### config.mk
export PLATFORM = sky130hd
export DESIGN_NAME = muldiv_sequencer_flat
export DESIGN_NICKNAME = d
export VERILOG_FILES = /design/src/rtl/muldiv_sequencer_if.sv /design/src/rtl/muldiv_sequencer.sv /design/src/flat_wrapper.sv
export SDC_FILE = /design/constraint.sdc
export NUM_CORES = 1
export LEC_CHECK = 0
export ABC_CLOCK_PERIOD_IN_PS = 3790
export CAP_MARGIN = 20
export CORE_MARGIN = 10
export CORE_UTILIZATION = 60
export CTS_CLUSTER_DIAMETER = 150
export DETAILED_ROUTE_END_ITERATION = 7
export PLACE_DENSITY_LB_ADDON = 0.15
export SLEW_MARGIN = 15
export SYNTH_ARGS = -nofsm -noshare
export SYNTH_HDL_FRONTEND = slang
export SYNTH_SLANG_ARGS = --single-unit
### constraint.sdc
create_clock -name clk_i -period 3.79 [get_ports clk_i]
set_input_delay 0.379 -clock clk_i [delete_from_list [all_inputs] [get_ports clk_i]]
set_output_delay 0.379 -clock clk_i [all_outputs]
set_load 0.02 [all_outputs]
### src/rtl/muldiv_sequencer_if.sv
// Handshake bundle between the EX stage and the iterative mul/div unit.
interface muldiv_sequencer_if #(
    parameter int unsigned XLEN = 32
);
    logic            start;
    logic [2:0]      op;
    logic [XLEN-1:0] a;
    logic [XLEN-1:0] b;
    logic            kill;
    logic [XLEN-1:0] result;
    logic            done;
    logic            busy;
    logic            stall;

    // EX stage side
    modport master (
        output start, op, a, b, kill,
        input  result, done, busy, stall
    );

    // Mul/div unit side
    modport slave (
        input  start, op, a, b, kill,
        output result, done, busy, stall
    );
endinterface

### src/rtl/muldiv_sequencer.sv
// Iterative RV32M multiply/divide unit: radix-2 shift-add multiply and
// restoring divide on operand magnitudes, sign-corrected in a final cycle.
module muldiv_sequencer #(
    parameter int unsigned XLEN = 32
) (
    input  logic               clk_i,
    input  logic               rst_i,
    muldiv_sequencer_if.slave  bus
);
    localparam int unsigned CW = $clog2(XLEN);
    localparam logic [CW-1:0] CNT_LAST = CW'(XLEN - 1);
    localparam logic [XLEN-1:0] INT_MIN = {1'b1, {(XLEN-1){1'b0}}};

    typedef enum logic [1:0] {S_IDLE, S_CALC, S_FIX, S_DONE} state_t;

    state_t            state_q, state_d;
    logic [CW-1:0]     cnt_q, cnt_d;
    logic [2:0]        op_q, op_d;
    logic [XLEN-1:0]   m_q, m_d;       // multiplicand (mul) or divisor (div) magnitude
    logic [2*XLEN-1:0] acc_q, acc_d;   // mul: {product hi, multiplier/product lo}; div: {remainder, quotient}
    logic              sa_q, sa_d;     // operand a negative (signed interpretation only)
    logic              sb_q, sb_d;     // operand b negative (signed interpretation only)
    logic [XLEN-1:0]   result_q, result_d;

    // Issue-time decode
    logic              is_div, a_signed, b_signed, neg_a, neg_b;
    logic [XLEN-1:0]   abs_a, abs_b;
    logic              div_zero, div_ovf;
    logic [XLEN-1:0]   special_res;

    // Iteration datapath
    logic [XLEN:0]     mul_sum;
    logic [XLEN:0]     div_shift;
    logic [XLEN:0]     div_diff;

    // Sign-correction datapath
    logic [2*XLEN-1:0] prod_fix;
    logic [XLEN-1:0]   quo_fix, rem_fix;

    // State and datapath registers with synchronous reset
    always_ff @(posedge clk_i) begin
        if (rst_i) begin
            state_q  <= S_IDLE;
            cnt_q    <= '0;
            op_q     <= '0;
            m_q      <= '0;
            acc_q    <= '0;
            sa_q     <= 1'b0;
            sb_q     <= 1'b0;
            result_q <= '0;
        end else begin
            state_q  <= state_d;
            cnt_q    <= cnt_d;
            op_q     <= op_d;
            m_q      <= m_d;
            acc_q    <= acc_d;
            sa_q     <= sa_d;
            sb_q     <= sb_d;
            result_q <= result_d;
        end
    end

    // Next-state, datapath iteration and result selection
    always_comb begin
        state_d  = state_q;
        cnt_d    = cnt_q;
        op_d     = op_q;
        m_d      = m_q;
        acc_d    = acc_q;
        sa_d     = sa_q;
        sb_d     = sb_q;
        result_d = result_q;

        is_div   = bus.op[2];
        a_signed = is_div ? ~bus.op[0] : (bus.op[1:0] != 2'b11);
        b_signed = is_div ? ~bus.op[0] : ~bus.op[1];
        neg_a    = a_signed & bus.a[XLEN-1];
        neg_b    = b_signed & bus.b[XLEN-1];
        abs_a    = neg_a ? -bus.a : bus.a;
        abs_b    = neg_b ? -bus.b : bus.b;
        div_zero = is_div & (bus.b == '0);
        div_ovf  = is_div & ~bus.op[0] & (bus.a == INT_MIN) & (bus.b == '1);
        if (bus.op[1])
            special_res = div_zero ? bus.a : '0;
        else
            special_res = div_zero ? '1 : INT_MIN;

        mul_sum   = {1'b0, acc_q[2*XLEN-1:XLEN]} + (acc_q[0] ? {1'b0, m_q} : '0);
        div_shift = {acc_q[2*XLEN-1:XLEN], acc_q[XLEN-1]};
        div_diff  = div_shift - {1'b0, m_q};

        prod_fix = (sa_q ^ sb_q) ? -acc_q : acc_q;
        quo_fix  = (sa_q ^ sb_q) ? -acc_q[XLEN-1:0] : acc_q[XLEN-1:0];
        rem_fix  = sa_q ? -acc_q[2*XLEN-1:XLEN] : acc_q[2*XLEN-1:XLEN];

        if (bus.kill) begin
            state_d = S_IDLE;
        end else begin
            unique case (state_q)
                S_IDLE: begin
                    if (bus.start) begin
                        op_d  = bus.op;
                        sa_d  = neg_a;
                        sb_d  = neg_b;
                        cnt_d = '0;
                        if (is_div) begin
                            m_d   = abs_b;
                            acc_d = {{XLEN{1'b0}}, abs_a};
                        end else begin
                            m_d   = abs_a;
                            acc_d = {{XLEN{1'b0}}, abs_b};
                        end
                        if (div_zero || div_ovf) begin
                            result_d = special_res;
                            state_d  = S_DONE;
                        end else begin
                            state_d = S_CALC;
                        end
                    end
                end
                S_CALC: begin
                    if (op_q[2]) begin
                        if (!div_diff[XLEN])
                            acc_d = {div_diff[XLEN-1:0], acc_q[XLEN-2:0], 1'b1};
                        else
                            acc_d = {div_shift[XLEN-1:0], acc_q[XLEN-2:0], 1'b0};
                    end else begin
                        acc_d = {mul_sum, acc_q[XLEN-1:1]};
                    end
                    cnt_d = cnt_q + 1'b1;
                    if (cnt_q == CNT_LAST)
                        state_d = S_FIX;
                end
                S_FIX: begin
                    unique case (op_q)
                        3'b000:                 result_d = prod_fix[XLEN-1:0];
                        3'b001, 3'b010, 3'b011: result_d = prod_fix[2*XLEN-1:XLEN];
                        3'b100, 3'b101:         result_d = quo_fix;
                        default:                result_d = rem_fix;
                    endcase
                    state_d = S_DONE;
                end
                default: begin
                    state_d = S_IDLE;
                end
            endcase
        end
    end

    assign bus.result = result_q;
    assign bus.done   = (state_q == S_DONE);
    assign bus.busy   = (state_q != S_IDLE);
    assign bus.stall  = ((state_q == S_IDLE) & bus.start & ~bus.kill)
                      | (state_q == S_CALC) | (state_q == S_FIX);
endmodule

### src/flat_wrapper.sv
// flat-port wrapper written by rule: the top's interface ports become plain ports
module muldiv_sequencer_flat 
#(
    parameter int unsigned XLEN = 32
)
  (clk_i, rst_i, bus_start, bus_op, bus_a, bus_b, bus_kill, bus_result, bus_done, bus_busy, bus_stall);
  muldiv_sequencer_if #(.XLEN(XLEN)) bus_i ();
  input  logic clk_i;
  input  logic rst_i;
  input wire logic [$bits(bus_i.start)-1:0] bus_start;
  input wire logic [$bits(bus_i.op)-1:0] bus_op;
  input wire logic [$bits(bus_i.a)-1:0] bus_a;
  input wire logic [$bits(bus_i.b)-1:0] bus_b;
  input wire logic [$bits(bus_i.kill)-1:0] bus_kill;
  output wire logic [$bits(bus_i.result)-1:0] bus_result;
  output wire logic [$bits(bus_i.done)-1:0] bus_done;
  output wire logic [$bits(bus_i.busy)-1:0] bus_busy;
  output wire logic [$bits(bus_i.stall)-1:0] bus_stall;
  assign bus_i.start = bus_start;
  assign bus_i.op = bus_op;
  assign bus_i.a = bus_a;
  assign bus_i.b = bus_b;
  assign bus_i.kill = bus_kill;
  assign bus_result = bus_i.result;
  assign bus_done = bus_i.done;
  assign bus_busy = bus_i.busy;
  assign bus_stall = bus_i.stall;
  muldiv_sequencer #(.XLEN(XLEN)) u_core (.clk_i(clk_i), .rst_i(rst_i), .bus(bus_i));
endmodule
Yosys cells after proc, flatten, opt, wreduce, memory -nomap -nowiden

Index checks and enable logic that the tools add are counted.

Register bits: 140
Bits of input ports: 71
Output and inout port bits: 35
Logic and storage cells: 86

Add/subtract/negate cells: 8
Eq/ne operators: 15
Multiplexer cells: 27
Bitwise logic cells: 14
Reduce and logical (&&, ||, !) cells: 14

Operators by type and width:

| kind                   | number |
|---|---|
| $mux W32               | 11 |
| $mux W64               | 4 |
| $neg A32 Y32           | 4 |
| $pmux W64 S2           | 1 |
| $pmux W32 S3           | 1 |
| $eq A32 B32 Y1 const B | 2 |
| $neg A64 Y64           | 1 |
| $pmux W32 S2           | 1 |
| $add A32 B33 Y33       | 1 |
| $sub A33 B32 Y33       | 1 |
| $logic_not A32 Y1      | 1 |
| $mux W31               | 1 |
| $pmux W5 S2            | 1 |
| $and A1 B1 Y1          | 8 |
| $eq A3 B2 Y1 const B   | 2 |
| $eq A3 B3 Y1 const B   | 2 |
| $mux W2                | 3 |
| $pmux W2 S3            | 1 |
| $reduce_and A3 Y1      | 2 |
| $reduce_bool A2 Y1     | 3 |
| $add A5 B1 Y5 const B  | 1 |
| $eq A5 B5 Y1 const B   | 1 |
| $mux W5                | 1 |
| $eq A2 B2 Y1 const B   | 2 |
| other kinds (15)       | 22 |

Longest topological paths before layout

Depth after elaboration: 8
Mapped depth: 14
Gate-level depth less buffers: 13

Least setup slack after synthesis

OpenSTA, ideal clock, no wires.

Path type: reg2reg
Start point: register u_core.acc_q[0]
End point: register u_core.acc_q[60]
Arrival time: 3.109 ns
Slack: 0.578 ns
Stages on the path, launching flop included: 14
Path buffers: 1
Period minus slack after synthesis: 3.212 ns
Cell sequence: dfxtp_1 inv_1 clkbuf_1 nor2_1 ha_1 a21o_1 a21oi_1 a21oi_1 nor4b_1 o21ai_0 a221o_1 a21oi_1 xnor2_1 a2111oi_2

Word-level cells in the longest chain between the ends: 4

Ends and longest elaborated chain:

| what                     | line                    | text |
|---|---|---|
| start: declaration       | muldiv_sequencer.sv:20  | `logic [2*XLEN-1:0] acc_q, acc_d;` |
| start signal: assignment | muldiv_sequencer.sv:47  | `acc_q <= '0;` |
| start signal: assignment | muldiv_sequencer.sv:56  | `acc_q <= acc_d;` |
| $mux W32                 | muldiv_sequencer.sv:88  | `mul_sum = {1'b0, acc_q[2*XLEN-1:XLEN]} + (acc_q[0] ? {1'b0, m_q} : '0);` |
| $add A32 B33 Y33         | muldiv_sequencer.sv:88  |  |
| $mux W64                 | muldiv_sequencer.sv:122 | `if (op_q[2]) begin` |
| $pmux W64 S2             | muldiv_sequencer.sv:99  | `unique case (state_q)` |

Every way passes these cells.
A chain may end at the register's enable or synchronous reset.

Final worst setup path

Start point: register u_core.acc_q[0]
End point: register u_core.acc_q[62]

The elaborated chain is that of the path after synthesis.

==> results.md <==
* Final worst path period need at 3.61 ns
* Worst-case clock buffer depth at 2
* CP required at 4.18 ns
* Post-synth EDFFs at 0
* Post-synth ARST share at 0%
* Port buffer count at between 100 and 150
* Gr usage total at 37.2%
* FF/Latch Area at 2800 µm²
* Worst-skew pair later-pin latency at 0.45 ns
* Seq cells post-synth at between 100 and 150
* CP Launch Type: flop
* Final Non-Filler Cells at approximately 2500
* Nets at 2348
* Slew headroom at ~30%
* Top routing layer in use: met5
* ANT cells at 0
* Row cnt at 57
* Post-synth top cells: nor2_1 (253), a21oi_1 (194), nand2_1 (190), o21ai_0 (173), dfxtp_1 (140)
* Peak VDD IR at a little over 300 µV
* Multi-input gate area at between 10000 and 15000 µm²
* Die height at 178 µm
* Cell area power density at a little under 300 nW/µm²
* DRC at 0
* Drt first pass iters at 7
* Synthesized area per cell at between 7 and 8 µm²
* Routed Antenna Nets at 0
* Post-synthesis sequential area ratio at 18.7%
* IO Pins at roughly 110
* Clock transition at the registers of the reported paths at 0.08 ns
* GRT overflow at 0
* Num CTS Buffers at 17
* Mapped Area at between 15000 and 20000 µm²
* DR WL met2 at around 25000 µm
* Core area at around 24000 µm²
* H-tree lvl count at 4
* Top_reg_cell synth: dfxtp_1
* Yosys warning count at 0
* R2R setup slack at around 0.18 ns
* Share of layout cells above drive strength 1 at 10.0%
* Wirelength per Cell at around 24 µm
* Worst Tran Pin Value at 1.06 ns
* Routed via count at ~17000
* CP peak stage delay at just under 0.6 ns
* Hold path depth at 3
* Period utilization at 95.3%
* Yosys top cell by area: dfxtp_1
* CP Capture Type: flop
* Synth area leaders: dfxtp_1 (19%), a21oi_1 (6.5%), ha_1 (6.3%), nor2_1 (6.3%), xnor2_1 (6.2%)
* Post-Route M1 WL at 23500 µm
* Initial antenna violation count at 2
* Num Clock Sinks at between 100 and 150
* Initial Util at between 60% and 70%
* Vias per cell at between 6 and 7
* RD Place Congestion at 1.06
* # fillers at ~2100
* Max Clock Skew at about 0.021 ns
* First-pass GRT wire length at 92200 µm
* Post-Syn Instances at ~2100
* Final setup TNS at 0 ns
* Final hold violation count at 0
* CTS tree: built
* Cells along the critical path: inv_1, buf_4, nor2_1, ha_1, and2_1, nand3_1, a21oi_1, nor4b_1, buf_4, o41ai_1, a21oi_1, or4_1, nand3_1, a221o_1
* Max_cap viols at 0
* Yosys cell types at 86
* Synthesized net count at between 2000 and 2500
* HP Class: in2reg
* Status: complete, no violations
* Slowest cell on the critical path: or4_1
* RR Startpoint: u_core.acc_q[0]$_SDFFE_PP0P_
* Max-slew violations at 0
* DP Cell Count at between 2000 and 3000
* Worst Path Arrival at roughly 4 ns
* Worst hold start: bus_op[2]
* Largest net degree at the start of global routing at 89
* Post-synth top area share at a little under a fifth
* R2r endpoint: u_core.acc_q[62]$_SDFFE_PP0P_
* Max FO, Critical Path at 9
* R2R cell count at 14
* RSZ-0062 raised after global routing: no
* CTS Root Cell: clkbuf_16
* Hold endpoint: u_core.op_q[2]$_SDFFE_PP0P_
* Die Width at between 150 and 200 µm
* Met3 Routed Length at between 9000 and 10000 µm
* WS Path Type: reg2reg
* Die ar. at 31700 µm²
* Area Overhead vs Synth at 14.9%
* Leakage Power at about 6.8 nW
* Vias in the first global route at 16000
* Final HPWL DP at roughly 47000 µm
* FMAX at between 0.2 and 0.3 GHz
* Starting DRT DRC Count at around 2900
* Setup Viol. Count Final at 0
* WL final at just over 60000 µm
* Top-count cell post-synth: nor2_1
-- layer usage --
metal	track usage [%]	vias up
met5	0	-
met4	20.9	2
met3	12.4	239
met2	52.9	1302
met1	48.2	7884
li1	-	7838
-- cells by family (layout without fill, tap and decap cells) --
kind of cell	after synthesis	after routing	share of synthesized area, %
simple gates	736	736	23.1
xor+xnor	196	196	11.4
mux	58	58	4.10
fa+ha+maj	78	78	6.60
flops	140	140	18.7
buf+inv	240	318	6.45
compound gates	686	686	29.6
-- layout by cell type (no fill, tap or decap), types with 9 or more instances in the layout --
master / n
a22oi_1: 12
nor4_1: 19
dfxtp_1: 139
o22ai_1: 14
o21bai_1: 11
nand3_1: 42
o211ai_1: 24
nand4_1: 27
a311oi_2: 9
buf_4: 99
a211oi_1: 55
clkdlybuf4s50_1: 103
xnor2_1: 105
ha_1: 75
nor2b_1: 12
mux2i_1: 30
nand2_1: 190
a21o_1: 36
xor2_1: 90
nor3_1: 78
o31ai_1: 20
and2_1: 19
inv_1: 78
clkbuf_16: 17
or3_1: 16
nor2_1: 251
a21oi_1: 193
and3_1: 15
a31oi_1: 31
o41ai_1: 9
mux2_2: 28
o21ai_0: 173
nand2b_1: 22
-- worst max-delay path: cells and delay by family (launching register included) --
kind | cells | cell delay [ns]
AOI/OAI and AO/OA | 4 | 1.25
and+or+nand+nor | 6 | 1.13
adders and majority gates | 1 | 0.34
DFF | 1 | 0.33
buffers and inverters | 3 | 0.50
-- metrics by stage --
stage / total power [mW] / hold WS, ns / setup WS [ns] / cell area (µm²) / util [%]
5_1_grt: 5.18 / 0.368 / 0.0116 / 17200 / 70.5
2_1_floorplan: 2.66 / 0.432 / 0.578 / 15000 / -
3_3_place_gp: 3.17 / 0.440 / 0.176 / 16600 / 68.0
4_1_cts: 4.93 / 0.326 / 0.205 / 17200 / 70.5
6_report: 5.01 / 0.330 / 0.178 / 17200 / 70.5
3_5_place_dp: 3.20 / 0.446 / 0.0364 / 16600 / 68.0
-- final cells by class --
type	instances	share of cell area, %
clock buffer	17	2.47
clock inverter	15	1.08
inverter	79	1.72
multi-input combinational	1754	65.3
sequential	140	16.3
tap	324	2.35
timing repair buffer	207	10.8
-- flip-flops by register name (all words and copies together), names as in the netlist --
register and count:
u_core.acc_q 64, u_core.bus.result 32, u_core.m_q 32, u_core.cnt_q 5, u_core.op_q 3, u_core.state_q 2, u_core.sa_q 1, u_core.sb_q 1
-- worst max-delay path by stage --
stage	startpoint	slack (ns)	endpoint	depth (start not counted)
floorplan	u_core.acc_q[0]$_SDFFE_PP0P_	0.58	u_core.acc_q[60]$_SDFFE_PP0P_	13
global placement	bus_a[15]	0.18	u_core.bus.result[14]$_SDFFE_PP0P_	9
detailed placement	bus_a[15]	0.04	u_core.bus.result[14]$_SDFFE_PP0P_	9
CTS	u_core.m_q[0]$_SDFFE_PP0P_	0.20	u_core.acc_q[61]$_SDFFE_PP0P_	15
global route	u_core.m_q[13]$_SDFFE_PP0P_	0.01	u_core.acc_q[41]$_SDFFE_PP0P_	12
finish	u_core.acc_q[0]$_SDFFE_PP0P_	0.18	u_core.acc_q[62]$_SDFFE_PP0P_	14
-- report_power, final --
group | total [mW] | switching [mW] | internal [mW]
Clock | 1.76 | 0.861 | 0.900
Combinational | 1.62 | 1.01 | 0.619
Sequential | 1.62 | 0.0912 | 1.53
Total | 5.01 | 1.96 | 3.05
-- timing repair --
item,4_1_cts,5_1_grt
resized for setup,0,2
hold buffers,0,0
buffers inserted,0,0
endpoints found under the setup margin,0,5
Power figures use the tool's default switching activity.
